File: config.mk
export PLATFORM = sky130hd
export DESIGN_NAME = counter_timp
export DESIGN_NICKNAME = d
export VERILOG_FILES = /design/src/rtl/counter_timp.sv
export SDC_FILE = /design/constraint.sdc
export NUM_CORES = 1
export LEC_CHECK = 0
export ABC_AREA = 1
export CAP_MARGIN = 40
export CORE_UTILIZATION = 47
export CTS_CLUSTER_DIAMETER = 120
export CTS_CLUSTER_SIZE = 16
export DETAILED_ROUTE_END_ITERATION = 12
export PLACE_DENSITY = 0.9
export SYNTH_ARGS = -nofsm -noshare
export SYNTH_HDL_FRONTEND = slang
export SYNTH_SLANG_ARGS = --single-unit
File: constraint.sdc
create_clock -name clock -period 1.7 [get_ports clock]
set_input_delay 0.34 -clock clock [delete_from_list [all_inputs] [get_ports clock]]
set_output_delay 0.34 -clock clock [all_outputs]
set_load 0.03 [all_outputs]
File: src/rtl/counter_timp.sv
// Hours:minutes time-of-day counter, one minute per TICKS_PER_MIN clocks, presettable from two sources.
// Outputs are registered; a load is visible one edge later, reset acts immediately.
module counter_timp #(
  parameter int TICKS_PER_MIN = 60
) (
  input  logic       clock,
  input  logic       reset,
  input  logic [4:0] timp_ore1,
  input  logic [5:0] timp_minute1,
  input  logic [4:0] timp_ore2,
  input  logic [5:0] timp_minute2,
  input  logic       load_1,
  input  logic       load_2,
  output logic [4:0] ore,
  output logic [5:0] minute
);

  localparam int            PW         = (TICKS_PER_MIN > 1) ? $clog2(TICKS_PER_MIN) : 1;
  localparam logic [PW-1:0] PRESC_LAST = PW'(TICKS_PER_MIN - 1);

  logic [PW-1:0] presc;
  logic          valid_1;
  logic          valid_2;
  logic          presc_wrap;

  // Out-of-range presets are dropped so the time never leaves 00:00..23:59.
  assign valid_1    = (timp_ore1 <= 5'd23) && (timp_minute1 <= 6'd59);
  assign valid_2    = (timp_ore2 <= 5'd23) && (timp_minute2 <= 6'd59);
  assign presc_wrap = (presc == PRESC_LAST);

  always_ff @(posedge clock or posedge reset) begin
    if (reset) begin
      presc  <= '0;
      ore    <= '0;
      minute <= '0;
    end else if (load_1) begin
      // Any load request restarts the minute, even a rejected one.
      presc <= '0;
      if (valid_1) begin
        ore    <= timp_ore1;
        minute <= timp_minute1;
      end
    end else if (load_2) begin
      presc <= '0;
      if (valid_2) begin
        ore    <= timp_ore2;
        minute <= timp_minute2;
      end
    end else if (presc_wrap) begin
      presc <= '0;
      if (minute == 6'd59) begin
        minute <= '0;
        ore    <= (ore == 5'd23) ? 5'd0 : ore + 5'd1;
      end else begin
        minute <= minute + 6'd1;
      end
    end else begin
      presc <= presc + PW'(1);
    end
  end

endmodule

Word-level counts from Yosys, hierarchy flattened
Cells that the tools add are included.

operators by class
  add/subtract/negate cells = 3
  $lt $le $gt $ge = 4
  equal/unequal tests = 5
  multiplexer cells = 16
  reduce and logical (&&, ||, !) cells = 6

operator list
  kind                                                   number
  two-way mux 6 bit                                      9
  two-way mux 5 bit                                      7
  adder 6 x 1 -> 6 bit, second input constant            2
  == test 6 bit, second input constant                   2
  <= comparator 6 bit, second input constant             2
  <= comparator 5 bit, second input constant             2
  nonzero test 3 bit                                     2
  adder 5 x 1 -> 5 bit, second input constant            1
  == test 5 bit, second input constant                   1
  AND reduction 4 bit                                    1
  inequality test 3 x 2 -> 1 bit, second input constant  1
  AND reduction 3 bit                                    1
  logical AND 1 bit                                      2
  inequality test 2 x 1 -> 1 bit, second input constant  1

word-level totals
  bits in registers = 17
  bits of input ports = 26
  output and inout port bits = 11
  logic and storage cells = 37

Depth between registers and ports, before layout
Gate-level depths: netlist of the first run.

  depth in word-level cells = 6
  depth in mapped cells = 9
  gate-level depth less buffers = 8

Least setup slack after synthesis of the first run
No wires, ideal clock.

  path type = register to register
  from = reg minute[0]
  to = reg ore[2]
  setup time = 118 ps
  data arrival time = 1394 ps
  required time = 1582 ps
  path slack = 187 ps
  cell stages (with the launch flop) = 9
  path buffers = 0
  period minus slack after synthesis = 1513 ps
  path through = dfrtp_1 ha_1 nand2_1 nor2_2 nor2_4 nor2_4 nand2_4 nand2_1 nand2_1

on the way
  longest elaborated chain between the ends = 3

ends and longest elaborated chain
  what                           line  source
  start: declaration             15    output logic [5:0] minute
  start signal: assignment       41    minute <= timp_minute1;
  start signal: assignment       47    minute <= timp_minute2;
  start signal: assignment       55    minute <= minute + 6'd1;
  == test 6 bit                  51    if (minute == 6'd59) begin
  nonzero test 3 bit (no line)   n/a
  AND reduction 4 bit (no line)  n/a
  end signal: assignment         40    ore <= timp_ore1;
  end signal: assignment         46    ore <= timp_ore2;
  end signal: assignment         53    ore <= (ore == 5'd23) ? 5'd0 : ore + 5'd1;
  end: declaration               14    output logic [4:0] ore,

No other way between the ends.
A chain may end at the register's enable or synchronous reset.

Worst setup path in the final report of the first run
  from = reg ore[3]
  to = out ore[3]

No word-level cell between the ends.

==> results by group, run 1 <==
Global route
  – First-pass GRT wire length: 5260 um
  – Largest net degree at the start of global routing: 18
  – Total gr overflow: 0
  – Initial antenna violation count: 0
  – Vias in the first global route: 1,303
  – GRT Overall Usage: 0.245

Worst setup path
  – Worst reg2reg startpoint: presc[0]
  – Crit Reg-Reg Endpoint: ore[1]
  – Max incr delay on CP: 450 ps
  – Worst Reg-to-Reg Cells: 8
  – Critical path data arrival time: 1160 ps
  – WP buf/inv: 1
  – R2R Setup Slk: 220 ps
  – Delay-heaviest family, CP: flip-flops
  – CP Capture Type: output port
  – Crit-path cells: dlygate4sd2_1
  – Crit-path slowest cell: dfrtp_1
  – Top fanout value on the critical path: 5
  – CP required: 1360 ps
  – CP Class: reg2out
  – Crit path launch type: flop

Job
  – # Max-Cap Violations: 0

Routing
  – DR iter-0 viols: 31
  – Met3 wire length: 113 um
  – Met1 Wirelength: 1390 um
  – Top Metal Used: met4
  – Vias per cell: 4.90
  – Routed Antenna Nets: 0
  – Met2 routed WL: 1400 um
  – # DRC: 0
  – Routed WL: 2960 um
  – First-pass DRT Iterations: 4
  – WL per Instance: 10.6 um
  – Vias: 1,373

Min path
  – Min-delay worst type: in2async

Die
  – Die Span X: 54.3 um
  – Core area: 0.00252 mm^2
  – Initial Util: 0.509
  – FP Rows: 18
  – Ports: 37
  – Height of the chip: 54.3 um
  – Die area: 0.00294 mm^2

Clock tree
  – CTS tree: done
  – Hold Buf Count CTS: 0
  – Num CTS Buffers: 3
  – Clk sinks: 17
  – Clock slew at reported path FFs: 100 ps
  – Post-CTS setup buffers: 0
  – Clock Path Buffers: 2
  – # H-tree levels: 1
  – Root Driver: clkbuf_4
  – Worst-skew pair later-pin latency: 290 ps

Power and ir drop
  – Combinational cell fraction of total power: 0.426
  – Clock network fraction of total power: 0.174
  – PwrDens: 707 mW/mm^2
  – Sw power: 493 uW
  – Switching Fraction: 0.387
  – Peak supply drop: 0.000565 V
  – Internal: 781 uW
  – Pwr Total: 1.27 mW
  – Static Leak: 0.981 nW
  – Sequential share of power: 0.400

Final layout
  – Ant. Diodes: 0
  – Utilization after layout: 0.714
  – Area grow syn2layout: 40.4%
  – Nets: 280
  – Design area: 0.00180 mm^2
  – Post-Layout Cell Count: 280
  – Share of layout cells above drive strength 1: 0.132

Yosys
  – Seq/Total Area, Yosys: 0.331
  – Synth cell types: 25
  – Area contributors post-synth: dfrtp_1 33%, nand2_1 26%, nand3_1 7.8%
  – Top-count cell post-synth: nand2_1
  – Number of flops mapped to enable cells by yosys: 0
  – Yosys Warn Count: 0
  – Most common flop cell mapped by yosys: dfrtp_1
  – Synth cell count leaders: 90 x nand2_1, 20 x nand3_1, 17 x dfrtp_1, 17 x inv_1, 17 x nor2_1
  – Area leader, netlist: dfrtp_1
  – Syn Inst Count: 197
  – Fraction of registers with async set/reset: 1.00
  – Seq cells post-synth: 17
  – Synth top area share: 0.331
  – Syn_nets: 226
  – Synth Cell Area: 0.00128 mm^2
  – Syn Area/Cell: 6.52 um^2

Timing
  – Endpoints failing setup: 0
  – Final period utilization: 0.884
  – Period minus WS final: 1500 ps
  – Final setup margin: 197 ps
  – Final hold violation count: 0
  – Final number of max-transition violations: 0
  – Unrepaired setup endpoints after global routing: false
  – Fmax: 0.666 GHz
  – Clock skew: 3.97 ps
  – Max-Slew Margin vs Limit: 0.780
  – Worst-Margin Slew: 330 ps

Place
  – Port Buffer Count: 36
  – Placement Cell Area: 0.00178 mm^2
  – Setup WS pre-CTS: -98.1 ps
  – Placed instance count: 276
  – Detailed Place HPWL: 2480 um
  – GPL Wtd Cong: 0.802

Outcome
  – Status: completed
power groups by stage:
stage	sequential, mW	clock [mW]	combinational (mW)
after global placement	0.519	0	0.556
final	0.510	0.222	0.542
after detailed placement	0.518	0	0.569
after floorplan	0.614	0	0.217
after CTS	0.509	0.217	0.547
after global routing	0.520	0.242	0.600
area by class of cell:
class / count / area, um^2
inverter: 20 / 77.6
timing repair buffer: 52 / 478
sequential: 17 / 425
fill: 212 / 721
multi-input combinational: 157 / 757
tap: 30 / 37.5
clock buffer: 4 / 26.3
metrics by stage:
stage	hold WS (ps)	setup TNS (ps)
floorplan	266	0
global placement	468	-433
detailed placement	487	-807
finish	343	0
CTS	358	0
global route	383	0
timing repair:
action	in CTS	in global routing
setup endpoints to repair	8	3
pin swaps	0	0
gates resized for setup	8	3
routing by layer:
metal,vias up,global-route usage
met4,0,0.0983
met3,4,0.0111
met2,45,0.396
met1,606,0.342
li1,718,-
met5,-,0
cell families after synthesis:
kind of cell	after synthesis	share of synthesized area
adder cells (fa/ha/maj)	3	0.0292
buffers and inverters	23	0.0789
AND/OR/NAND/NOR	141	0.487
XOR/XNOR	4	0.0273
flip-flops	17	0.331
AO/OA/AOI/OAI	9	0.0458
state kept, by name (all words and copies together), names as in the netlist:
signal	flops
ore	5
minute	6
presc	6
cells in the final DEF (no fill, tap or decap), drive strengths merged:
master	instances
o21bai	3
dlymetal6s2s	3
clkdlybuf4s50	25
xnor2	3
dlygate4sd2	8
xor2	1
nand3b	1
nand4	2
inv	19
clkinv	1
a21oi	2
buf	16
o21ai	3
ha	3
nand2	93
dfrtp	17
o21a	1
clkbuf	4
nand3	20
nor2	25
worst min-delay path, cell delays in order:
cell and delay, ps:
clkdlybuf4s50_1 390, inv_1 50, buf_4 230
worst max-delay path by stage:
stage	startpoint	to	slack, ps	cells after the start
after floorplan	minute[0]	ore[2]	190	8
after global placement	load_1	ore[2]	-60	9
after detailed placement	load_1	ore[1]	-100	9
after CTS	minute[3]	minute[3]	20	1
after global routing	load_1	minute[5]	50	9
final	ore[3]	ore[3]	200	1
(Power assumes the default switching activity.)
==> run 2, diff against run 1 <==
- CORE_MARGIN: unset -> 2
==> run 2 against run 1 <==
  * Sequential share of layout area fell by 0.31 points
  * First-iteration DRC count increased by 35%
  * Clock power down 3%
  * Clock skew shrank 2.2 ps
  * Die area rose by 7.5%
  * Flip-flop and latch count did not move
  * Power increased by 1.1%
  * Combinational power is 5.5% higher
  * Cell count increased by 1.1%
  * Largest power group unchanged
==> results by group, run 2 (synthesis gave the netlist of run 1 again) <==
Timing
  – Worst-Margin Slew: 332 ps (+2.64 ps)
  – Max-Slew Margin vs Limit: 0.778 (-0.00176)
  – Final number of max-transition violations: 0 (unchanged)
  – Final period utilization: 0.974 (+0.0897)
  – Post-route setup TNS: 0 ps (unchanged)
  – Period minus WS final: 1650 ps (+152 ps)
  – Endpoints failing setup: 0 (unchanged)
  – Clock skew: 1.77 ps (-2.20 ps)
  – Fmax: 0.604 GHz (-9.2%)
  – Final setup margin: 45.0 ps (-152 ps)
  – Unrepaired setup endpoints after global routing: false
  – Final hold violation count: 0 (unchanged)

Global route
  – First-pass GRT wire length: 5640 um (+7.1%)
  – Vias in the first global route: 1,373 (+5.4%)
  – Total gr overflow: 0 (unchanged)
  – Initial antenna violation count: 0 (unchanged)
  – GRT Overall Usage: 0.224 (-0.0218)
  – Largest net degree at the start of global routing: 18 (unchanged)

Final layout
  – Multi-input gate area: 757 um^2 (unchanged)
  – Largest regs: minute x6, presc x6, ore x5
  – Register area: 425 um^2 (unchanged)
  – FILL cells: 219 (+3.3%)
  – Share of layout cells above drive strength 1: 0.142 (+0.0103)
  – Design area: 0.00183 mm^2 (+1.3%)
  – Leading cell type in the layout, fill and taps excluded: nand2_1
  – Most frequent cells in the layout: 90 x nand2_1, 26 x clkdlybuf4s50_1, 20 x nand3_1, 19 x buf_4
  – Area grow syn2layout: 42.2%
  – Ant. Diodes: 0 (unchanged)
  – Nets: 283 (+1.1%)

Worst setup path
  – WP buf/inv: 1 (unchanged)
  – Crit-path slowest cell: clkdlybuf4s50_1
  – Crit-path cells: clkdlybuf4s50_1
  – Max incr delay on CP: 670 ps (+220 ps)
  – Delay-heaviest family, CP: buffers and inverters
  – Critical path data arrival time: 1310 ps (+150 ps)
  – CP required: 1360 ps (about the same)
  – Worst Reg-to-Reg Cells: 8 (unchanged)
  – WP depth: 1 (unchanged)
  – Crit path launch type: flop
  – CP Class: reg2out
  – CP Capture Type: output port
  – Top fanout value on the critical path: 2 (-3)

Outcome
  – Status: completed

Power and ir drop
  – Pwr Total: 1.29 mW (+1.1%)
  – Sw power: 492 uW (-0.13%)
  – PwrDens: 706 mW/mm^2 (-0.18%)
  – Combinational cell fraction of total power: 0.444 (+0.018)
  – Peak supply drop: 0.000550 V (-2.7%)
  – Static Leak: 0.995 nW (+1.4%)
  – Clock network fraction of total power: 0.167 (-0.007)
  – Switching Fraction: 0.382 (-0.00483)
  – Internal: 796 uW (+1.9%)
  – Sequential share of power: 0.389 (-0.011)

Place
  – Placement Cell Area: 0.00180 mm^2 (+1.3%)
  – Detailed Place HPWL: 2710 um (+9.3%)
  – Port Buffer Count: 36 (unchanged)
  – GPL Wtd Cong: 0.895 (+12%)
  – Setup WS pre-CTS: -64.0 ps (+34.1 ps)

Clock tree
  – Clock Path Buffers: 2 (unchanged)
  – Hold Buf Count CTS: 0 (unchanged)
  – Num CTS Buffers: 3 (unchanged)
  – Worst-skew pair later-pin latency: 280 ps (about the same)
  – Post-CTS setup buffers: 0 (unchanged)
  – Clock slew at reported path FFs: 100 ps (about the same)
  – Root Driver: clkbuf_4
  – Gates resized, CTS repair: 7 (-1)
  – # H-tree levels: 1 (unchanged)
  – CTS tree: done
  – Clk sinks: 17 (unchanged)

Die
  – Die Span X: 56.3 um (+3.7%)
  – Core area: 0.00252 mm^2 (unchanged)
  – Height of the chip: 56.3 um (+3.7%)
  – Die area: 0.00317 mm^2 (+7.5%)
  – Initial Util: 0.509 (unchanged)
  – FP Rows: 18 (unchanged)
  – Ports: 37 (unchanged)

Min path
  – Min-delay worst type: in2async

Routing
  – Routed Antenna Nets: 0 (unchanged)
  – Vias per cell: 4.92 (+0.24%)
  – DR iter-0 viols: 42 (+35%)
  – Routed WL: 3210 um (+8.7%)
  – WL per Instance: 11.4 um (+7.6%)
  – Vias: 1,391 (+1.3%)
  – First-pass DRT Iterations: 4 (unchanged)
  – # DRC: 0 (unchanged)

Job
  – # Max-Cap Violations: 0 (unchanged)
-- run 2: worst register-to-register path: stages, from the launching register on --
cell,delay (ps)
dfrtp_1,410
ha_1,220
nand3_1,140
nor2_1,200
nor2_4,60
nor2_4,200
nand2_4,90
nand2_1,60
nand2_1,40
-- run 2: power by group through the flow --
stage / combinational [mW] / clock, mW / sequential (mW)
4_1_cts: 0.575 / 0.220 / 0.502
3_3_place_gp: 0.582 / 0 / 0.511
5_1_grt: 0.626 / 0.237 / 0.508
2_1_floorplan: 0.217 / 0 / 0.614
3_5_place_dp: 0.594 / 0 / 0.511
6_report: 0.572 / 0.215 / 0.501
-- run 2: worst paths after layout --
kind | startpoint | to | slack, ps
min reg2reg | presc[0] | presc[0] | 500
max in group asynchronous | reset | minute[5] | 1170
max reg2reg | presc[0] | ore[4] | 180
min | reset | minute[3] | 350
max | ore[0] | ore[0] | 50
min in group clock | presc[0] | presc[0] | 500
-- run 2: stage by stage --
stage | util | hold slack [ps] | std cells
2_1_floorplan | - | 266 | 197
3_5_place_dp | 0.714 | 486 | 279
3_3_place_gp | 0.714 | 473 | 279
6_report | 0.724 | 349 | 283
5_1_grt | 0.724 | 365 | 283
4_1_cts | 0.721 | 352 | 283
-- run 2: cell type report --
cell class / count / share of cell area
inverter: 20 / 0.0425
sequential: 17 / 0.233
tap: 30 / 0.0206
multi-input combinational: 157 / 0.415
timing repair buffer: 55 / 0.275
clock buffer: 4 / 0.0144
-- run 2: layer usage --
metal | routed length, um | global-route usage | vias to the layer above
li1 | - | - | 727
met1 | 1410 | 0.276 | 617
met2 | 1610 | 0.388 | 45
met3 | 157 | 0.0392 | 2
met4 | 29 | 0.0816 | 0
met5 | 0 | 0 | -
